### src/rtl/rr_priority_encoder_if.sv
// ---------------------------------------------------------------------------
// rr_priority_encoder_if
//   Handshake bundle for the round-robin / fixed-priority set-bit encoder.
//
//   Parameters
//     N       request vector width
//     IDXW    index width, derived as clog2(N)
//
//   Signals
//     in_vec    request vector, bit k = source k requesting
//     in_rr     mode for this vector: 0 fixed priority, 1 round-robin
//     in_valid  in_vec / in_rr valid
//     in_ready  encoder can accept a vector
//     out_idx   index of the set bit being emitted
//     out_zero  captured vector had no bits set
//     out_last  final beat for the captured vector
//     out_valid out_idx / out_zero / out_last valid
//     out_ready consumer accepts the current beat
//
//   Modports
//     master  producer + consumer side (drives in_*, out_ready)
//     slave   the encoder itself
// ---------------------------------------------------------------------------
interface rr_priority_encoder_if #(
    parameter int N = 8
);
    localparam int IDXW = $clog2(N);

    logic [N-1:0]    in_vec;
    logic            in_rr;
    logic            in_valid;
    logic            in_ready;
    logic [IDXW-1:0] out_idx;
    logic            out_zero;
    logic            out_last;
    logic            out_valid;
    logic            out_ready;

    modport master (
        output in_vec,
        output in_rr,
        output in_valid,
        output out_ready,
        input  in_ready,
        input  out_idx,
        input  out_zero,
        input  out_last,
        input  out_valid
    );

    modport slave (
        input  in_vec,
        input  in_rr,
        input  in_valid,
        input  out_ready,
        output in_ready,
        output out_idx,
        output out_zero,
        output out_last,
        output out_valid
    );
endinterface

### src/rtl/rr_priority_encoder.sv
// ---------------------------------------------------------------------------
// rr_priority_encoder
//   Captures a request vector and emits the index of every set bit, one
//   beat per cycle, over a valid/ready stream. Each vector chooses its own
//   ordering: fixed priority (highest index first) or round-robin (descending
//   from a persistent pointer, wrapping from 0 to N-1). A vector with no bits
//   set produces a single beat flagged out_zero.
//
//   Parameters
//     N       request vector width, legal 2..64 (must match the bus N)
//
//   Ports
//     clk     single clock, rising edge
//     rst_n   synchronous active-low reset
//     bus     rr_priority_encoder_if.slave handshake bundle
//
//   Timing
//     First beat appears the cycle after accept; all outputs come straight
//     from flops. in_ready returns the cycle after the last beat handshake.
// ---------------------------------------------------------------------------
module rr_priority_encoder #(
    parameter int N = 8
) (
    input  logic                  clk,
    input  logic                  rst_n,
    rr_priority_encoder_if.slave  bus
);
    localparam int IDXW = $clog2(N);

    typedef enum logic {
        IDLE = 1'b0,
        EMIT = 1'b1
    } state_t;

    // One output beat: the selected index plus its flags.
    typedef struct packed {
        logic [IDXW-1:0] idx;
        logic            zero;
        logic            last;
    } beat_t;

    // Selects the next index to emit from vec. Fixed mode starts the
    // descending search at N-1; round-robin starts at ptr (inclusive) and
    // wraps. last is set for a one-hot or empty vector.
    function automatic beat_t pick(
        input logic [N-1:0]    vec,
        input logic            rr,
        input logic [IDXW-1:0] ptr
    );
        beat_t           b;
        int              start;
        int              k;
        logic [IDXW-1:0] kk;
        logic            found;
        b.idx  = {IDXW{1'b0}};
        b.zero = (vec == {N{1'b0}});
        b.last = b.zero || ((vec & (vec - N'(1))) == {N{1'b0}});
        found  = 1'b0;
        start  = rr ? int'(ptr) : (N - 1);
        for (int i = 0; i < N; i++) begin
            k  = (start >= i) ? (start - i) : (start + N - i);
            kk = IDXW'(k);
            if (!found && vec[kk]) begin
                found = 1'b1;
                b.idx = kk;
            end else begin
                found = found;
            end
        end
        return b;
    endfunction

    state_t          state_r,   state_nxt_s;
    logic [N-1:0]    pending_r, pending_nxt_s;
    logic            mode_r,    mode_nxt_s;
    logic [IDXW-1:0] ptr_r,     ptr_nxt_s;
    logic [IDXW-1:0] idx_r,     idx_nxt_s;
    logic            zero_r,    zero_nxt_s;
    logic            last_r,    last_nxt_s;

    logic [N-1:0]    cleared_s;
    logic [IDXW-1:0] ptr_step_s;
    logic [IDXW-1:0] ptr_adv_s;
    beat_t           acc_beat_s;
    beat_t           nxt_beat_s;

    // Candidate beats: one for a freshly accepted vector, one for the vector
    // remaining after the current beat is consumed (pointer already advanced).
    always_comb begin
        cleared_s  = pending_r & ~({{(N-1){1'b0}}, 1'b1} << idx_r);
        ptr_step_s = (idx_r == {IDXW{1'b0}}) ? IDXW'(N - 1) : (idx_r - IDXW'(1));
        // A zero-vector beat leaves the round-robin pointer where it was.
        ptr_adv_s  = (mode_r && !zero_r) ? ptr_step_s : ptr_r;
        acc_beat_s = pick(bus.in_vec, bus.in_rr, ptr_r);
        nxt_beat_s = pick(cleared_s, mode_r, ptr_adv_s);
    end

    // Next-state and next-output logic for the IDLE/EMIT controller.
    always_comb begin
        state_nxt_s   = state_r;
        pending_nxt_s = pending_r;
        mode_nxt_s    = mode_r;
        ptr_nxt_s     = ptr_r;
        idx_nxt_s     = idx_r;
        zero_nxt_s    = zero_r;
        last_nxt_s    = last_r;
        case (state_r)
            IDLE: begin
                if (bus.in_valid) begin
                    state_nxt_s   = EMIT;
                    pending_nxt_s = bus.in_vec;
                    mode_nxt_s    = bus.in_rr;
                    idx_nxt_s     = acc_beat_s.idx;
                    zero_nxt_s    = acc_beat_s.zero;
                    last_nxt_s    = acc_beat_s.last;
                end else begin
                    state_nxt_s = IDLE;
                end
            end
            EMIT: begin
                // in_valid is deliberately not looked at here.
                if (bus.out_ready) begin
                    pending_nxt_s = cleared_s;
                    ptr_nxt_s     = ptr_adv_s;
                    if (last_r) begin
                        state_nxt_s = IDLE;
                        idx_nxt_s   = {IDXW{1'b0}};
                        zero_nxt_s  = 1'b0;
                        last_nxt_s  = 1'b0;
                    end else begin
                        idx_nxt_s  = nxt_beat_s.idx;
                        zero_nxt_s = nxt_beat_s.zero;
                        last_nxt_s = nxt_beat_s.last;
                    end
                end else begin
                    // Backpressure: everything holds.
                    state_nxt_s = EMIT;
                end
            end
            default: begin
                state_nxt_s   = IDLE;
                pending_nxt_s = {N{1'b0}};
                mode_nxt_s    = 1'b0;
                idx_nxt_s     = {IDXW{1'b0}};
                zero_nxt_s    = 1'b0;
                last_nxt_s    = 1'b0;
            end
        endcase
    end

    // State and output registers with synchronous active-low reset.
    always_ff @(posedge clk) begin
        if (!rst_n) begin
            state_r   <= IDLE;
            pending_r <= {N{1'b0}};
            mode_r    <= 1'b0;
            ptr_r     <= IDXW'(N - 1);
            idx_r     <= {IDXW{1'b0}};
            zero_r    <= 1'b0;
            last_r    <= 1'b0;
        end else begin
            state_r   <= state_nxt_s;
            pending_r <= pending_nxt_s;
            mode_r    <= mode_nxt_s;
            ptr_r     <= ptr_nxt_s;
            idx_r     <= idx_nxt_s;
            zero_r    <= zero_nxt_s;
            last_r    <= last_nxt_s;
        end
    end

    assign bus.in_ready  = (state_r == IDLE);
    assign bus.out_valid = (state_r == EMIT);
    assign bus.out_idx   = idx_r;
    assign bus.out_zero  = zero_r;
    assign bus.out_last  = last_r;

endmodule
### src/flat_wrapper.sv
// flat-port wrapper written by rule: the top's interface ports become plain ports
module rr_priority_encoder_flat 
#(
    parameter int N = 8
)
  (clk, rst_n, bus_in_vec, bus_in_rr, bus_in_valid, bus_out_ready, bus_in_ready, bus_out_idx, bus_out_zero, bus_out_last, bus_out_valid);
  rr_priority_encoder_if #(.N(N)) bus_i ();
  input  logic clk;
  input  logic rst_n;
  input wire logic [$bits(bus_i.in_vec)-1:0] bus_in_vec;
  input wire logic [$bits(bus_i.in_rr)-1:0] bus_in_rr;
  input wire logic [$bits(bus_i.in_valid)-1:0] bus_in_valid;
  input wire logic [$bits(bus_i.out_ready)-1:0] bus_out_ready;
  output wire logic [$bits(bus_i.in_ready)-1:0] bus_in_ready;
  output wire logic [$bits(bus_i.out_idx)-1:0] bus_out_idx;
  output wire logic [$bits(bus_i.out_zero)-1:0] bus_out_zero;
  output wire logic [$bits(bus_i.out_last)-1:0] bus_out_last;
  output wire logic [$bits(bus_i.out_valid)-1:0] bus_out_valid;
  assign bus_i.in_vec = bus_in_vec;
  assign bus_i.in_rr = bus_in_rr;
  assign bus_i.in_valid = bus_in_valid;
  assign bus_i.out_ready = bus_out_ready;
  assign bus_in_ready = bus_i.in_ready;
  assign bus_out_idx = bus_i.out_idx;
  assign bus_out_zero = bus_i.out_zero;
  assign bus_out_last = bus_i.out_last;
  assign bus_out_valid = bus_i.out_valid;
  rr_priority_encoder #(.N(N)) u_core (.clk(clk), .rst_n(rst_n), .bus(bus_i));
endmodule
### config.mk
export PLATFORM = sky130hd
export DESIGN_NAME = rr_priority_encoder_flat
export DESIGN_NICKNAME = d
export VERILOG_FILES = /design/src/rtl/rr_priority_encoder_if.sv /design/src/rtl/rr_priority_encoder.sv /design/src/flat_wrapper.sv
export SDC_FILE = /design/constraint.sdc
export NUM_CORES = 1
export LEC_CHECK = 0
export ABC_AREA = 1
export BUFFER_PORTS_ARGS = -buffer_cell sky130_fd_sc_hd__buf_4
export CELL_PAD_IN_SITES_DETAIL_PLACEMENT = 1
export CELL_PAD_IN_SITES_GLOBAL_PLACEMENT = 2
export CORE_UTILIZATION = 34
export DETAILED_ROUTE_END_ITERATION = 10
export PLACE_DENSITY_LB_ADDON = 0.1
export SLEW_MARGIN = 20
export SYNTH_ARGS = -nofsm -noshare
export SYNTH_HDL_FRONTEND = slang
export SYNTH_SLANG_ARGS = --single-unit
### constraint.sdc
create_clock -name clk -period 3.6 [get_ports clk]
set_input_delay 0.72 -clock clk [delete_from_list [all_inputs] [get_ports clk]]
set_output_delay 0.72 -clock clk [all_outputs]
set_load 0.02 [all_outputs]
==> flow_metrics.py, run 1 <==
metrics = {
    "run_status": {
        "status": "finished clean",
    },
    "logic_synthesis": {
        "syn_inst": 489,
        "syn-cell-area_um2": 3000,
        "synth_top_flop_cell": "dfxtp_1",
        "synth_xor_area_frac": 0.00875,
        "ys_ff_latch": 18,
        "ys_warn_count": 0,
        "synth_compound_area_frac": 0.183,
        "async_flop_share": 0,
        "syn_nets": 511,
        "synth_top_family_by_area": "simple AND/OR/NAND/NOR gates",
        "seq_area_frac_synth": 0.120,
        "yosysUniqueCellTypes": 44,
        "synthAdderAreaFrac": 0.0375,
        "synth_mux_area_frac": 0,
        "synth-edff-count": 0,
        "syn_avg_cell_area_um2": 6.14,
        "synth_simple_gate_area_share": 0.537,
    },
    "critical_path": {
        "path_buf_inv": 3,
        "path_delay_family": "simple AND/OR/NAND/NOR gates",
        "crit_chain": "inv_1 -> ha_1 -> nand2_4 -> nand2_2 -> nand2_4 -> nand3_4 -> inv_1 -> ha_1 -> xor2_1 -> nand3_2 -> nand2_4 -> nand4_4 -> nor2_8 -> nand3_2 -> clkinv_1 -> nand2_1 -> o21ai_1 -> nand2_1 -> nand2_1 -> a21oi_2",
        "crit_fanout": 7,
        "crit_path_end_kind": "flop",
        "required_ns": 3.75,
        "slowest_delay_ns": 0.44,
        "worstSetupStartpointType": "flop",
        "cp_slowest_cell": "dfxtp_1",
        "worst-setup-path-type": "reg2reg",
        "arrival_ns": 3.25,
    },
    "route": {
        "vias": 3310,
        "first_pass_iters": 5,
        "postRouteAntennaNets": 0,
        "vias_per_cell": 5.42,
        "drt-total-wl_um": 10700,
        "drc_errors": 0,
        "drt_iter0_drc": 188,
        "detail_route.wl_per_cell_um": 17.4,
    },
    "placement": {
        "globalplace.congestion": 0.857,
        "dpl_cell_area_um2": 3230,
        "hpwlAfterDp_um": 8930,
        "placedCellCount": 608,
        "port_buffers": 19,
    },
    "floorplanning": {
        "num_rows": 33,
        "dieArea_um2": 9220,
        "die_y_um": 96,
        "initial_utilization": 0.358,
        "num_io_pins": 20,
        "core-area_um2": 8380,
        "die_x_um": 96,
    },
    "sta": {
        "tns_ns": 0,
        "rsz0062_at_grt": "no",
        "holdWs_ns": 0.470,
        "post-route-period-util": 0.863,
        "period_minus_slack_ns": 3.11,
        "fmax_mhz": 322,
        "setup_violations": 0,
        "tightest_slew_ns": 0.576,
        "slew_headroom": 0.612,
        "slew_viol_final": 0,
        "clock_skew_ns": 0.00612,
        "hold_viol_final": 0,
    },
    "clock_tree": {
        "clockRootBuffer": "clkbuf_8",
        "clk_pin_slew_ns": 0.08,
        "cts_buffer_depth": 2,
        "cts_htree_levels": 1,
        "cts-buffers-inserted": 3,
        "cts_num_sinks": 18,
        "post_cts_resized": 0,
        "cts_hold_buf": 0,
        "cts_tree": "yes",
        "insertion_delay_ns": 0.26,
        "postCtsSetupBuffers": 0,
    },
    "pwr": {
        "p_leak_nw": 1.63,
        "peakVddDrop_mv": 0.150,
        "power.density_nw_per_um2": 313,
    },
    "min_path": {
        "hold_path.class": "reg2reg",
    },
    "run": {
        "maxCapViolations": 0,
    },
    "cells_and_area": {
        "drive_gt1_frac": 0.225,
        "utilization": 0.390,
        "final_cell_mix": "nand2_1 (138), nand3_1 (62), inv_1 (46), buf_4 (28), nand2_2 (25)",
        "fin_area_um2": 3270,
        "syn_to_final_growth_pct": 8.79,
        "antennaDiodeCount": 0,
        "layout.cells.non_filler": 611,
        "nNetsFinal": 530,
        "final_common_cell": "nand2_1",
    },
    "global_routing": {
        "grt_first_pass_wirelength_um": 17200,
        "grt_usage": 0.248,
        "antenna_found_initial": 0,
        "grt-ovfl-total": 0,
        "grt_max_degree": 23,
        "grt_pass1_vias": 3230,
    },
}
-- sequential cells by signal, indices dropped and copies added, names as in the netlist --
signal                count
u_core.bus.out_last       1
u_core.ptr_r              3
u_core.bus.out_idx        3
u_core.pending_r          8
u_core.mode_r             1
u_core.bus.out_zero       1
u_core.bus.out_valid      1
-- cell families after synthesis --
family,Yosys count
buffers and inverters,70
AND/OR/NAND/NOR,299
XOR/XNOR,3
flip-flops,18
adder cells (fa/ha/maj),9
AO/OA/AOI/OAI,90
-- cell usage after synthesis, types with 5 or more instances --
| master | instances | area share |
|---|---|---|
| nand4_1 | 16 | 0.033 |
| nand2_1 | 138 | 0.17 |
| ha_1 | 9 | 0.037 |
| o21ai_0 | 23 | 0.038 |
| a21oi_1 | 21 | 0.035 |
| dfxtp_1 | 18 | 0.12 |
| inv_1 | 46 | 0.057 |
| o21ai_1 | 11 | 0.018 |
| a31oi_1 | 6 | 0.012 |
| nor2_4 | 5 | 0.019 |
| nand3_1 | 62 | 0.10 |
| nand3_2 | 11 | 0.037 |
| nand2_4 | 10 | 0.037 |
| inv_2 | 6 | 0.0075 |
| nor2_1 | 22 | 0.027 |
| o21ai_2 | 9 | 0.026 |
| o22ai_1 | 6 | 0.012 |
| buf_6 | 5 | 0.019 |
| nand2_2 | 25 | 0.052 |
-- worst paths after layout --
kind	start	end	slack, ns	depth (start not counted)
max reg2reg	u_core.bus.out_idx[1]	u_core.bus.out_idx[1]	0.49	20
max	u_core.bus.out_idx[1]	u_core.bus.out_idx[1]	0.49	20
min	u_core.pending_r[5]	u_core.pending_r[5]	0.47	2
min reg2reg	u_core.pending_r[5]	u_core.pending_r[5]	0.47	2
-- per-layer routing --
metal / part of all wire / wire (um) / global-route usage / up-vias
met5: 0 / 0 / 0 / -
met1: 0.54 / 5770 / 0.386 / 1558
li1: - / - / - / 1674
met2: 0.41 / 4400 / 0.375 / 76
met3: 0.042 / 452 / 0.0237 / 2
met4: 0.0032 / 34 / 0.0224 / 0
-- tightest hold or removal path, stage by stage, from the launching register on --
cell and delay, ns:
dfxtp_1 0.31, nand2_1 0.06, a21oi_1 0.05
-- area by class of cell --
class / count / area (um^2)
well taps: 105 / 131
clock buffers: 3 / 41.3
repair buffers: 28 / 210
flip-flops and latches: 18 / 360
inverters: 56 / 223
multi-input cells: 401 / 2300
fillers: 1157 / 5110
-- power by group --
group          internal (mW)  switching, mW  total [mW]  leakage [nW]
combinational          0.202          0.431       0.633          1.46
clock                 0.0746         0.0747       0.149        0.0216
sequential             0.220         0.0210       0.241         0.149
total                  0.496          0.527        1.02          1.63
-- per-stage QoR --
stage | setup slack (ns) | total power [mW]
2_1_floorplan | 0.720 | 0.710
3_3_place_gp | 0.424 | 0.867
3_5_place_dp | 0.312 | 0.873
4_1_cts | 0.500 | 1.02
5_1_grt | 0.235 | 1.11
6_report | 0.495 | 1.02
Note: power is estimated with default switching activity, not from simulation.
==> run 2, diff against run 1 <==
Clock period 3.6 ns to 3.02 ns, I/O delays scaled along.
==> run 2 against run 1 <==
Against the previous run:
- clock power up 43%
- register-to-register slack got worse by 0.23 ns
- hold slack better by 0.021 ns
- routed wire length grew 2.8%
- first-iteration DRC count decreased by 21%
- fmax rose by 13%
- utilization rose by 2.1 points
- largest power group unchanged
==> flow_metrics.py, run 2 (same netlist as run 1, synthesis figures left out) <==
metrics = {
    "pwr": {
        "peakVddDrop_mv": 0.157,
        "power.density_nw_per_um2": 379,
        "fin_total_pwr_mw": 1.31,
        "p_leak_nw": 1.73,
    },
    "critical_path": {
        "required_ns": 3.18,
        "worstSetupStartpointType": "flop",
        "arrival_ns": 2.91,
        "crit_path_end_kind": "flop",
        "crit_fanout": 5,
        "worst-setup-path-type": "reg2reg",
    },
    "cells_and_area": {
        "nNetsFinal": 549,
        "fillers": 1177,
        "antennaDiodeCount": 0,
        "seq_area_um2": 362,
        "multi_input_area_um2": 2320,
        "final_common_cell": "nand2_1",
        "final_cell_mix": "nand2_1 (138), nand3_1 (62), buf_4 (47), inv_1 (46), nand2_2 (25)",
        "largest_reg_flops": 8,
        "syn_to_final_growth_pct": 14.8,
        "top_register": "u_core.pending_r",
        "drive_gt1_frac": 0.262,
    },
    "global_routing": {
        "antenna_found_initial": 0,
        "grt_max_degree": 21,
        "grt_first_pass_wirelength_um": 17700,
        "grt-ovfl-total": 0,
        "grt_usage": 0.255,
        "grt_pass1_vias": 3330,
    },
    "route": {
        "vias": 3384,
        "drt_iter0_drc": 148,
        "detail_route.wl_per_cell_um": 17.4,
        "first_pass_iters": 4,
        "postRouteAntennaNets": 0,
        "vias_per_cell": 5.36,
        "routed-wl-met3_um": 608,
        "drt-total-wl_um": 11000,
        "drt-met1-wl_um": 5770,
        "drc_errors": 0,
        "dr_wl_met2_um": 4520,
        "top_layer_used": "met4",
    },
    "placement": {
        "pre_cts_slack_ns": 0.0964,
        "hpwlAfterDp_um": 9270,
        "port_buffers": 19,
        "globalplace.congestion": 0.907,
    },
    "floorplanning": {
        "dieArea_um2": 9220,
        "num_rows": 33,
        "core-area_um2": 8380,
        "die_y_um": 96,
        "die_x_um": 96,
        "num_io_pins": 20,
        "initial_utilization": 0.358,
    },
    "sta": {
        "tns_ns": 0,
        "setup_violations": 0,
        "tightest_slew_ns": 0.606,
        "post-route-period-util": 0.913,
        "fmax_mhz": 363,
        "slew_viol_final": 0,
        "rsz0062_at_grt": "no",
        "fin_ws_ns": 0.262,
        "period_minus_slack_ns": 2.76,
        "clock_skew_ns": 0.00331,
        "slew_headroom": 0.592,
        "hold_viol_final": 0,
    },
    "clock_tree": {
        "cts_hold_buf": 0,
        "clk_pin_slew_ns": 0.08,
        "cts-buffers-inserted": 3,
        "postCtsSetupBuffers": 0,
        "cts_htree_levels": 1,
        "cts_tree": "yes",
        "clockRootBuffer": "clkbuf_8",
        "cts_num_sinks": 18,
        "cts_buffer_depth": 2,
        "insertion_delay_ns": 0.27,
    },
    "run": {
        "maxCapViolations": 0,
    },
    "run_status": {
        "status": "finished clean",
    },
    "min_path": {
        "hold_path.class": "reg2reg",
    },
}
## run 2: power by group
group | internal (mW) | switching, mW | total (mW)
Sequential | 0.262 | 0.0256 | 0.288
Combinational | 0.276 | 0.530 | 0.807
Clock | 0.116 | 0.0964 | 0.213
Total | 0.655 | 0.652 | 1.31
## run 2: stage by stage
step                instance area, um^2  std cells   util  hold slack (ns)
floorplan                          3000        489      -            0.444
global placement                   3370        627  0.402            0.460
detailed placement                 3370        627  0.402            0.467
CTS                                3420        631  0.409            0.489
global route                       3450        631  0.411            0.533
finish                             3450        631  0.411            0.491
## run 2: cell type report
class	count	area share
multi-input cells	401	0.674
repair buffers	47	0.102
clock buffers	4	0.0160
flip-flops and latches	18	0.105
inverters	56	0.0646
well taps	105	0.0381
## run 2: final timing paths
path	slack, ns	to	cells after the start	startpoint
hold reg to reg	0.49	u_core.pending_r[5]	2	u_core.pending_r[5]
setup reg to reg	0.26	u_core.bus.out_idx[1]	21	u_core.bus.out_idx[0]
hold / removal	0.49	u_core.pending_r[5]	2	u_core.pending_r[5]
setup / recovery	0.26	u_core.bus.out_idx[1]	21	u_core.bus.out_idx[0]
## run 2: critical path, cell delays in order (launching register included)
cell and delay, ns:
dfxtp_1 0.32, inv_1 0.14, ha_4 0.19, nand2_4 0.08, nand2_2 0.08, nand2_4 0.06, nand3_4 0.07, inv_1 0.07
ha_2 0.37, inv_1 0.11, nand2_1 0.09, nand3_2 0.05, nand2_1 0.11, nand4_4 0.16, nor2_8 0.15, nand3_2 0.11
clkinv_1 0.08, nand2_1 0.04, o21ai_1 0.09, nand2_1 0.07, nand2_1 0.11, a21oi_2 0.07
## run 2: routing by layer
layer | vias to the layer above | GRT usage
met2 | 60 | 0.385
met4 | 0 | 0.0336
met5 | - | 0
met1 | 1608 | 0.387
li1 | 1710 | -
met3 | 6 | 0.0348
## run 2: what timing repair did
item / 4_1_cts / 5_1_grt
endpoints found under the hold margin: 0 / 0
resized for setup: 0 / 5
setup endpoints to repair: 0 / 3
